### src/rtl/lcd_bus_responder_pkg.sv
// Shared definitions for the LCD bus responder (HD44780-style slave model).
// Contents: FSM state encoding, instruction opcode masks/values, timing
// defaults at 50 MHz, and the address-counter stepping helpers.
package lcd_bus_responder_pkg;

   // Timing defaults in system-clock cycles at 50 MHz.
   localparam int unsigned POR_CYCLES_DEF   = 1500000;  // 30 ms
   localparam int unsigned CMD_CYCLES_DEF   = 1850;     // 37 us
   localparam int unsigned CLEAR_CYCLES_DEF = 76500;    // 1.53 ms
   localparam int          CNT_W            = 22;

   localparam int          DDRAM_DEPTH      = 32;
   localparam logic [7:0]  BLANK_CHAR       = 8'h20;

   // FSM state encoding.
   localparam logic [1:0] ST_POR  = 2'd0;
   localparam logic [1:0] ST_IDLE = 2'd1;
   localparam logic [1:0] ST_EXEC = 2'd2;

   // Instruction decode: (db & MSK_x) == VAL_x selects instruction x.
   localparam logic [7:0] OP_CLEAR  = 8'h01;
   localparam logic [7:0] MSK_HOME  = 8'hFE;
   localparam logic [7:0] VAL_HOME  = 8'h02;
   localparam logic [7:0] MSK_ENTRY = 8'hFC;
   localparam logic [7:0] VAL_ENTRY = 8'h04;
   localparam logic [7:0] MSK_DISP  = 8'hF8;
   localparam logic [7:0] VAL_DISP  = 8'h08;
   localparam logic [7:0] MSK_SHIFT = 8'hF0;
   localparam logic [7:0] VAL_SHIFT = 8'h10;
   localparam logic [7:0] MSK_FUNC  = 8'hE0;
   localparam logic [7:0] VAL_FUNC  = 8'h20;
   localparam logic [7:0] MSK_DDRAM = 8'h80;
   localparam logic [7:0] VAL_DDRAM = 8'h80;

   // DDRAM index of an address-counter value: line bit plus column.
   function automatic logic [4:0] ac_index(input logic [6:0] ac);
      return {ac[6], ac[3:0]};
   endfunction

   // Step the AC through the two 16-column lines. Stepping the 5-bit index
   // modulo 32 yields 0x0F<->0x40 and 0x4F<->0x00 wraps for free.
   function automatic logic [6:0] ac_step(input logic [6:0] ac, input logic up);
      logic [4:0] idx;
      idx = ac_index(ac);
      idx = up ? idx + 5'd1 : idx - 5'd1;
      return {idx[4], 2'b00, idx[3:0]};
   endfunction

endpackage

### src/rtl/lcd_in_sync.sv
// Bus input synchronizer and EN falling-edge detector.
// Ports: clk_i/rst_i clock and async active-high reset; en_i/rs_i/rw_i/db_i
// raw bus inputs; en_o/rs_o/rw_o synchronized levels; fall_o one-cycle pulse
// after synchronized EN falls; cap_* RS/RW/DB held from the last EN-high cycle.
module lcd_in_sync (
   input  logic       clk_i,
   input  logic       rst_i,
   input  logic       en_i,
   input  logic       rs_i,
   input  logic       rw_i,
   input  logic [7:0] db_i,
   output logic       en_o,
   output logic       rs_o,
   output logic       rw_o,
   output logic       fall_o,
   output logic       cap_rs_o,
   output logic       cap_rw_o,
   output logic [7:0] cap_db_o
);

   logic [10:0] meta_q;
   logic [10:0] sync_q;
   logic        en_dly_q;
   logic [9:0]  cap_q;

   // NOTE: sequential state uses non-blocking assignments so every flop
   // samples the pre-edge value of its source, making the 2-FF chain real.
   always_ff @(posedge clk_i or posedge rst_i) begin
      if (rst_i) begin
         meta_q   <= '0;
         sync_q   <= '0;
         en_dly_q <= 1'b0;
         cap_q    <= '0;
      end else begin
         meta_q   <= {en_i, rs_i, rw_i, db_i};
         sync_q   <= meta_q;
         en_dly_q <= sync_q[10];
         // Keep refreshing while EN is high; freezes on the last high cycle.
         if (sync_q[10]) cap_q <= sync_q[9:0];
      end
   end

   assign en_o   = sync_q[10];
   assign rs_o   = sync_q[9];
   assign rw_o   = sync_q[8];
   assign fall_o = en_dly_q & ~sync_q[10];
   assign {cap_rs_o, cap_rw_o, cap_db_o} = cap_q;

endmodule

### src/rtl/lcd_bus_responder.sv
// LCD bus responder: models the bus side of an HD44780-style character LCD.
// Ports: Clock/Reset; LCD_EN/LCD_RS/LCD_RW/LCD_DADOS_IN controller bus;
// LCD_DADOS_OUT/LCD_DADOS_OE read-back path; Busy flag; Display_On, Two_Line,
// Inc_Dir current mode bits; Err one-cycle reject pulse; Dbg_Addr/Dbg_Data
// combinational DDRAM peek port.
module lcd_bus_responder
   import lcd_bus_responder_pkg::*;
#(
   parameter int unsigned POR_CYCLES   = POR_CYCLES_DEF,
   parameter int unsigned CMD_CYCLES   = CMD_CYCLES_DEF,
   parameter int unsigned CLEAR_CYCLES = CLEAR_CYCLES_DEF
) (
   input  logic       Clock,
   input  logic       Reset,
   input  logic       LCD_EN,
   input  logic       LCD_RS,
   input  logic       LCD_RW,
   input  logic [7:0] LCD_DADOS_IN,
   output logic [7:0] LCD_DADOS_OUT,
   output logic       LCD_DADOS_OE,
   output logic       Busy,
   output logic       Display_On,
   output logic       Two_Line,
   output logic       Inc_Dir,
   output logic       Err,
   input  logic [4:0] Dbg_Addr,
   output logic [7:0] Dbg_Data
);

   localparam logic [CNT_W-1:0] POR_LAST   = CNT_W'(POR_CYCLES - 1);
   localparam logic [CNT_W-1:0] CMD_LOAD   = CNT_W'(CMD_CYCLES - 1);
   localparam logic [CNT_W-1:0] CLEAR_LOAD = CNT_W'(CLEAR_CYCLES - 1);

   logic             en_s, rs_s, rw_s, fall;
   logic             cap_rs, cap_rw;
   logic [7:0]       cap_db;

   logic [1:0]       state_q, state_d;
   logic [CNT_W-1:0] cnt_q, cnt_d;
   logic [6:0]       ac_q, ac_d;
   logic             disp_q, disp_d;
   logic             two_q, two_d;
   logic             inc_q, inc_d;
   logic             err_q, err_d;
   logic             mem_we, mem_clr;
   logic [7:0]       mem_q [0:DDRAM_DEPTH-1];
   logic             oe_q;
   logic [7:0]       out_q;
   logic             busy;

   lcd_in_sync u_sync (
      .clk_i    (Clock),
      .rst_i    (Reset),
      .en_i     (LCD_EN),
      .rs_i     (LCD_RS),
      .rw_i     (LCD_RW),
      .db_i     (LCD_DADOS_IN),
      .en_o     (en_s),
      .rs_o     (rs_s),
      .rw_o     (rw_s),
      .fall_o   (fall),
      .cap_rs_o (cap_rs),
      .cap_rw_o (cap_rw),
      .cap_db_o (cap_db)
   );

   assign busy = (state_q != ST_IDLE);

   // NOTE: every variable gets a default at the top of the block, so no path
   // leaves one unassigned and no latch is inferred.
   always_comb begin
      state_d = state_q;
      cnt_d   = cnt_q;
      ac_d    = ac_q;
      disp_d  = disp_q;
      two_d   = two_q;
      inc_d   = inc_q;
      err_d   = 1'b0;
      mem_we  = 1'b0;
      mem_clr = 1'b0;

      case (state_q)
         ST_POR: begin
            if (cnt_q == POR_LAST) begin
               state_d = ST_IDLE;
               cnt_d   = '0;
            end else begin
               cnt_d = cnt_q + 1'b1;
            end
         end
         ST_EXEC: begin
            if (cnt_q == '0) state_d = ST_IDLE;
            else             cnt_d   = cnt_q - 1'b1;
         end
         ST_IDLE: ;
         default: state_d = ST_POR;
      endcase

      if (fall) begin
         if (cap_rw && !cap_rs) begin
            // Status read: served on the read path only, never rejected.
         end else if (busy) begin
            err_d = 1'b1;
         end else begin
            state_d = ST_EXEC;
            cnt_d   = CMD_LOAD;
            if (cap_rs) begin
               mem_we = !cap_rw;
               ac_d   = ac_step(ac_q, inc_q);
            end else if (cap_db == OP_CLEAR) begin
               mem_clr = 1'b1;
               ac_d    = '0;
               inc_d   = 1'b1;
               cnt_d   = CLEAR_LOAD;
            end else if ((cap_db & MSK_HOME) == VAL_HOME) begin
               ac_d  = '0;
               cnt_d = CLEAR_LOAD;
            end else if ((cap_db & MSK_ENTRY) == VAL_ENTRY) begin
               inc_d = cap_db[1];
            end else if ((cap_db & MSK_DISP) == VAL_DISP) begin
               disp_d = cap_db[2];
            end else if ((cap_db & MSK_SHIFT) == VAL_SHIFT) begin
               if (!cap_db[3]) ac_d = ac_step(ac_q, cap_db[2]);
            end else if ((cap_db & MSK_FUNC) == VAL_FUNC) begin
               two_d = cap_db[3];
               err_d = !cap_db[4];  // 4-bit interface is not modelled
            end else if ((cap_db & MSK_DDRAM) == VAL_DDRAM) begin
               // Legal DDRAM addresses are 0x00-0x0F and 0x40-0x4F.
               if (cap_db[5:4] == 2'b00) ac_d  = cap_db[6:0];
               else                      err_d = 1'b1;
            end
            // 0x00 and CGRAM-address instructions fall through as no-ops.
         end
      end
   end

   always_ff @(posedge Clock or posedge Reset) begin
      if (Reset) begin
         state_q <= ST_POR;
         cnt_q   <= '0;
         ac_q    <= '0;
         disp_q  <= 1'b0;
         two_q   <= 1'b0;
         inc_q   <= 1'b1;
         err_q   <= 1'b0;
         oe_q    <= 1'b0;
         out_q   <= 8'h00;
      end else begin
         state_q <= state_d;
         cnt_q   <= cnt_d;
         ac_q    <= ac_d;
         disp_q  <= disp_d;
         two_q   <= two_d;
         inc_q   <= inc_d;
         err_q   <= err_d;
         oe_q    <= en_s & rw_s;
         if (en_s && rw_s) out_q <= rs_s ? mem_q[ac_index(ac_q)] : {busy, ac_q};
      end
   end

   // NOTE: DDRAM is a reset flop array rather than a RAM macro, because both
   // reset and the clear instruction must blank all 32 cells in one cycle.
   always_ff @(posedge Clock or posedge Reset) begin
      if (Reset) begin
         for (int i = 0; i < DDRAM_DEPTH; i++) mem_q[i] <= BLANK_CHAR;
      end else if (mem_clr) begin
         for (int i = 0; i < DDRAM_DEPTH; i++) mem_q[i] <= BLANK_CHAR;
      end else if (mem_we) begin
         mem_q[ac_index(ac_q)] <= cap_db;
      end
   end

   assign LCD_DADOS_OUT = out_q;
   assign LCD_DADOS_OE  = oe_q;
   assign Busy          = busy;
   assign Display_On    = disp_q;
   assign Two_Line      = two_q;
   assign Inc_Dir       = inc_q;
   assign Err           = err_q;
   assign Dbg_Data      = mem_q[Dbg_Addr];

endmodule

### config.mk
export PLATFORM = sky130hd
export DESIGN_NAME = lcd_bus_responder
export DESIGN_NICKNAME = d
export VERILOG_FILES = /design/src/rtl/lcd_bus_responder_pkg.sv /design/src/rtl/lcd_in_sync.sv /design/src/rtl/lcd_bus_responder.sv
export SDC_FILE = /design/constraint.sdc
export NUM_CORES = 1
export LEC_CHECK = 0
export ABC_CLOCK_PERIOD_IN_PS = 13300
export CORE_MARGIN = 3
export CORE_UTILIZATION = 35
export DETAILED_ROUTE_END_ITERATION = 16
export PLACE_DENSITY_LB_ADDON = 0.3
export SKIP_CTS_REPAIR_TIMING = 1
export SYNTH_ARGS = -nofsm -noshare
export SYNTH_HDL_FRONTEND = slang
export SYNTH_SLANG_ARGS = --single-unit
### constraint.sdc
create_clock -name Clock -period 13.3 [get_ports Clock]
set_input_delay 2.66 -clock Clock [delete_from_list [all_inputs] [get_ports Clock]]
set_output_delay 2.66 -clock Clock [all_outputs]
set_load 0.005 [all_outputs]
==> qor.csv, run 1 <==
metric,value,unit
slew_violations,0,
synth-edff-count,0,
fin_util,39.9,%
synth-main-ff-cell,dfrtp_1,
n_antenna_cell,0,
final_cells,2182,
initialDrtViolationCount,1824,
hold_start,u_sync.meta_q[7],
leakage,8.15,nW
hold_class,register to register,
syn_area,17800,um^2
hpwlAfterDp,40.6,mm
fmax,120,MHz
core_area,50300,um^2
grt_pass1_wl,89.3,mm
die-area,53700,um^2
worstSetupPathType,primary input to output port,
fin_area,20100,um^2
rrSetupSlack,9.52,ns
fin_nets,1507,
drc,0,
worst_pin_slew,1.18,ns
r2r_end,mem_q[10],
setup_tns,0,ns
preCtsSetupSlack,4.90,ns
die_w,232,um
slowest_delay,0.74,ns
numCtsBuffers,38,
rows,82,
ys_ff_latch,333,
tritoncts,done,
seq_area_frac_synth,46.9,%
relSlewSlack,20.8,%
io_buffer_count,39,
startpoint_type,primary input,
crit_path_end_kind,output port,
grt_pass1_vias,13500,
synth.avg_cell_area,11.9,um^2
slowest_stage,buf_4,
root_buffer,clkbuf_16,
htree_levels,2,
dpl.cell_count,2113,
ios,40,
start_util,35.5,%
cp.required,10.64,ns
vias,13900,
path_buf_inv,3,
synth-warning-count,0,
setup_viol,0,
setup_ws,4.94,ns
synth_cell_types,72,
track_usage,21.9,%
irDropWorstVdd,0.0727,mV
cp_cell_sequence,buf_4 > buf_4 > mux4_2 > mux4_2 > mux2_2 > clkdlybuf4s50_1,
vias_per_cell,6.37,
p_total,2.20,mW
area_growth,12.4,%
rr_worst_depth,7,
clk_pin_slew,0.06,ns
period_minus_slack,8.36,ns
fin_crit_sh,62.9,%
maxCapViolations,0,
dpl-instance-area,18800,um^2
fin_worst_skew,0.0163,ns
hold_viol,0,
async_reset_ff_share,100,%
hold_depth,0,
place.gp.congestion,0.950,
cts_buffer_depth,3,
antenna_found_initial,0,
p_per_area,110,nW/um^2
rsz0062_at_grt,no,
crit_path_max_fanout,45,
synthCells,1497,
worstSkewPairLatency,0.56,ns
rr_startpoint,ac_q[0],
whs,0.349,ns
die_height,232,um
grt_start_max_net_pins,116,
drtAntennaViolNets,0,
avgRoutedWirePerCell,26.7,um
outcome,finished clean,
clock-sinks,333,
critical_path_arrival,5.70,ns
synth_nets,1523,
min_to,u_sync.sync_q[7],
critical_path_cell_count,6,
critPathTopFamily,buffers and inverters,
grt.overflow.total,0,
drt_pass1_iterations,8,
drive_gt1_share,20.9,%
wl,58.3,mm
power by group:
part / internal (mW) / switching, mW
sequential: 1.02 / 0.00960
combinational: 0.0350 / 0.0837
clock: 0.619 / 0.429
total: 1.68 / 0.522
cell usage after synthesis, drive strengths merged, types with 15 or more instances:
library cell,n,area share [%]
buf,42,1.1
mux4,145,18
a21oi,59,1.7
o22a,34,1.7
dfstp,33,4.9
nor4,15,0.61
mux2i,23,1.3
nand2,113,2.4
mux2,22,1.4
inv,17,0.36
clkbuf,85,1.8
nor3,35,1.1
a22o,160,7.9
nor2,110,2.3
o21ai,75,2.1
nand4,15,0.53
nand3,53,1.5
dfrtp,300,42
worst max-delay path by stage:
stage | startpoint | endpoint | slack, ns
2_1_floorplan | Reset | Display_On | 1.47
3_3_place_gp | Dbg_Addr[0] | Dbg_Data[5] | 4.99
3_5_place_dp | Dbg_Addr[0] | Dbg_Data[5] | 4.90
4_1_cts | Dbg_Addr[0] | Dbg_Data[5] | 4.89
5_1_grt | Dbg_Addr[0] | Dbg_Data[0] | 4.77
6_report | Dbg_Addr[0] | Dbg_Data[5] | 4.94
metal layers:
| layer | up-vias | global-route usage, % | wire (um) | share of wire (%) |
|---|---|---|---|---|
| met5 | - | 0 | 0 | 0 |
| met4 | 0 | 9.53 | 2820 | 4.8 |
| met3 | 151 | 3.34 | 5110 | 8.8 |
| met2 | 791 | 33.2 | 26100 | 45 |
| met1 | 7163 | 31.2 | 24200 | 42 |
| li1 | 5786 | - | - | - |
sequential cells by signal, summed over array words and instances (netlist names):
name             cells
ac_q                 7
u_sync.cap_q        10
LCD_DADOS_OUT        8
u_sync.meta_q       11
Two_Line             1
u_sync.sync_q       11
cnt_q               22
u_sync.en_dly_q      1
Inc_Dir              1
Display_On           1
state_q              2
Err                  1
mem_q              256
LCD_DADOS_OE         1
cells in the final DEF (no fill, tap or decap), types with 34 or more instances in the layout:
cell type / instances
a21oi_1: 59
nand2_1: 113
dfrtp_1: 297
o21ai_0: 72
clkdlybuf4s50_1: 37
a22o_1: 160
o22a_1: 34
nor2_1: 109
nand3_1: 53
clkbuf_16: 39
mux4_2: 145
cell families after synthesis:
logic type      synth area share, %
buf+inv                        3.24
fa+ha+maj                     0.561
mux                            21.0
flops                          46.9
compound gates                 16.5
simple gates                   11.1
xor+xnor                      0.638
cell type report:
cell class	count	area, um^2
multi-input cells	1019	8900
repair buffers	71	623
flip-flops and latches	333	8380
fillers	4791	30200
clock buffers	57	1110
inverters	18	75.1
clock inverters	12	123
well taps	672	841
(Power assumes the default switching activity.)
==> run 2, diff against run 1 <==
ABC_CLOCK_PERIOD_IN_PS = 6700   (was 13300)
clock period = 6.7 ns   (was 13.3 ns; I/O delays follow)
==> run 2 against run 1 <==
  * Utilization rose by 0.14 points
  * First-iteration DRC count fell by 10%
  * Clock power rose by 110%
  * Non-clock buffer count fell by 4
  * Die area did not move
  * Clock skew fell by 0.0027 ns
  * Global-route usage rose by 0.84 points
  * Power rose by 100%
  * Worst setup slack got worse by 3.7 ns
  * Cell count barely moved
  * Via count rose by 0.36%
  * Largest power group unchanged
  * Highest routed layer is now met5
==> qor.csv, run 2 (same netlist as run 1, synthesis figures left out) <==
metric,value,unit,change
outcome,finished clean,,
fmax,182,MHz,
initialDrtViolationCount,1642,,-10%
area_growth,12.8,%,
setup_viol,0,,unchanged
grt_start_max_net_pins,141,,+22%
numCtsBuffers,39,,+2.6%
die_w,232,um,unchanged
hold_viol,0,,unchanged
maxCapViolations,0,,unchanged
period_minus_slack,5.51,ns,
layout_common_cells,"dfrtp_1 (296), a22o_1 (160), mux4_2 (145)",,
crit_path_end_kind,output port,,
crit_path_max_fanout,35,,-22%
drt_pass1_iterations,7,,-1
leakage,8.17,nW,+0.23%
nFillCells,4794,,+0.063%
vias,13900,,+0.36%
largestRegisters,"mem_q x256, cnt_q x22",,
core_area,50300,um^2,unchanged
place.gp.congestion,0.987,,+3.8%
fin_worst_skew,0.0137,ns,-0.00267 ns
drtAntennaViolNets,0,,unchanged
fin_nets,1504,,-0.20%
slowest_stage,buf_2,,
worst_pin_slew,1.21,ns,+0.0308 ns
grt_use_met2,33.7,%,+0.50 points
p_per_area,221,nW/um^2,+100%
final_cells,2180,,-0.092%
rsz0062_at_grt,no,,
critPathMostFrequentCell,mux4_2,,
grt_pass1_wl,91.8,mm,+2.8%
worstSkewPairLatency,0.56,ns,about the same
slew_violations,0,,unchanged
avgRoutedWirePerCell,27.8,um,+3.9%
die-area,53700,um^2,unchanged
clock-sinks,333,,unchanged
setup_tns,0,ns,unchanged
relSlewSlack,18.7,%,-2.1 points
cts_buffer_depth,3,,unchanged
regMostFlops,mem_q,,
cp.required,5.36,ns,-5.28 ns
irDropWorstVdd,0.158,mV,+120%
grt_pass1_vias,13700,,+2.0%
clk_pin_slew,0.06,ns,about the same
track_usage,22.7,%,+0.84 points
largest_reg_flops,256,,unchanged
startpoint_type,primary input,,
final_common_cell,dfrtp_1,,
drive_gt1_share,21.2,%,+0.36 points
use_met3,5.47,%,+2.1 points
antenna_found_initial,1,,+1
dpl.cell_count,2109,,-0.19%
grt.overflow.total,0,,unchanged
die_height,232,um,unchanged
grt_busiest_layer,met2,,
hpwlAfterDp,42.1,mm,+3.8%
n_antenna_cell,0,,unchanged
fin_crit_sh,82.2,%,
drc,0,,unchanged
critical_path_arrival,4.17,ns,-1.53 ns
worstSetupPathType,primary input to output port,,
globalRouteMet1Util,31.9,%,+0.61 points
wl,60.5,mm,+3.8%
ios,40,,unchanged
htree_levels,2,,unchanged
cp_cell_sequence,buf_2 > buf_4 > mux4_2 > mux4_2 > mux2_2 > clkdlybuf4s50_1,,
start_util,35.5,%,unchanged
hold_class,register to register,,
vias_per_cell,6.39,,+0.45%
rows,82,,unchanged
root_buffer,clkbuf_16,,
io_buffer_count,39,,unchanged
slowest_delay,0.56,ns,-0.18 ns
tritoncts,done,,
multi_input_area,8900,um^2,unchanged
regArea,8380,um^2,about the same
[run 2: cell types whose count changed in the layout (fill, tap and decap cells not counted)]
cell,previous run,this run
buf_4,33,26
inv_6,1,2
clkbuf_1,11,5
dfrtp_1,297,296
buf_12,0,3
dfrtp_2,2,3
clkinv_2,6,9
inv_8,1,0
clkinvlp_4,2,5
clkbuf_16,39,41
[run 2: routing by layer]
layer / vias up / wire [um]
li1: 5798 / -
met1: 7140 / 25000
met2: 838 / 26800
met3: 163 / 5770
met4: 2 / 2920
met5: - / 13
[run 2: metrics by stage]
step	cell area [um^2]	hold slack (ns)	total power, mW	util (%)	worst slack (ns)
final	20100	0.345	4.45	40.0	1.19
after global routing	20100	0.350	4.60	40.0	1.14
after CTS	20100	0.347	4.49	40.0	1.24
after detailed placement	18800	0.335	2.33	37.4	1.24
after global placement	18800	0.338	2.33	37.4	1.32
after floorplan	17800	0.331	2.23	-	0.938
[run 2: critical path: cells and delay by family]
family / cells / cell delay, ns
buffers and inverters: 3 / 1.57
muxes: 3 / 1.22
[run 2: area by class of cell]
| cell class | count | share of cell area, % |
|---|---|---|
| Sequential cell | 333 | 41.7 |
| Inverter | 18 | 0.354 |
| Clock buffer | 53 | 5.67 |
| Timing Repair Buffer | 67 | 3.13 |
| Multi-Input combinational cell | 1019 | 44.2 |
| Tap cell | 672 | 4.18 |
| Clock inverter | 18 | 0.802 |
[run 2: power breakdown]
group          total, mW  internal [mW]  switching, mW
logic              0.240         0.0717          0.169
clock network       2.16           1.28          0.880
registers           2.06           2.03         0.0236
[run 2: final timing paths]
check | start | end | slack, ns | cells past startpoint
min | u_sync.meta_q[7] | u_sync.sync_q[7] | 0.34 | 0
max | Dbg_Addr[1] | Dbg_Data[0] | 1.19 | 6
max in group asynchronous | Reset | ac_q[6] | 4.22 | 3
min in group asynchronous | Reset | u_sync.sync_q[2] | 1.20 | 2
min reg2reg | u_sync.meta_q[7] | u_sync.sync_q[7] | 0.34 | 0
max reg2reg | state_q[1] | mem_q[147] | 2.81 | 7
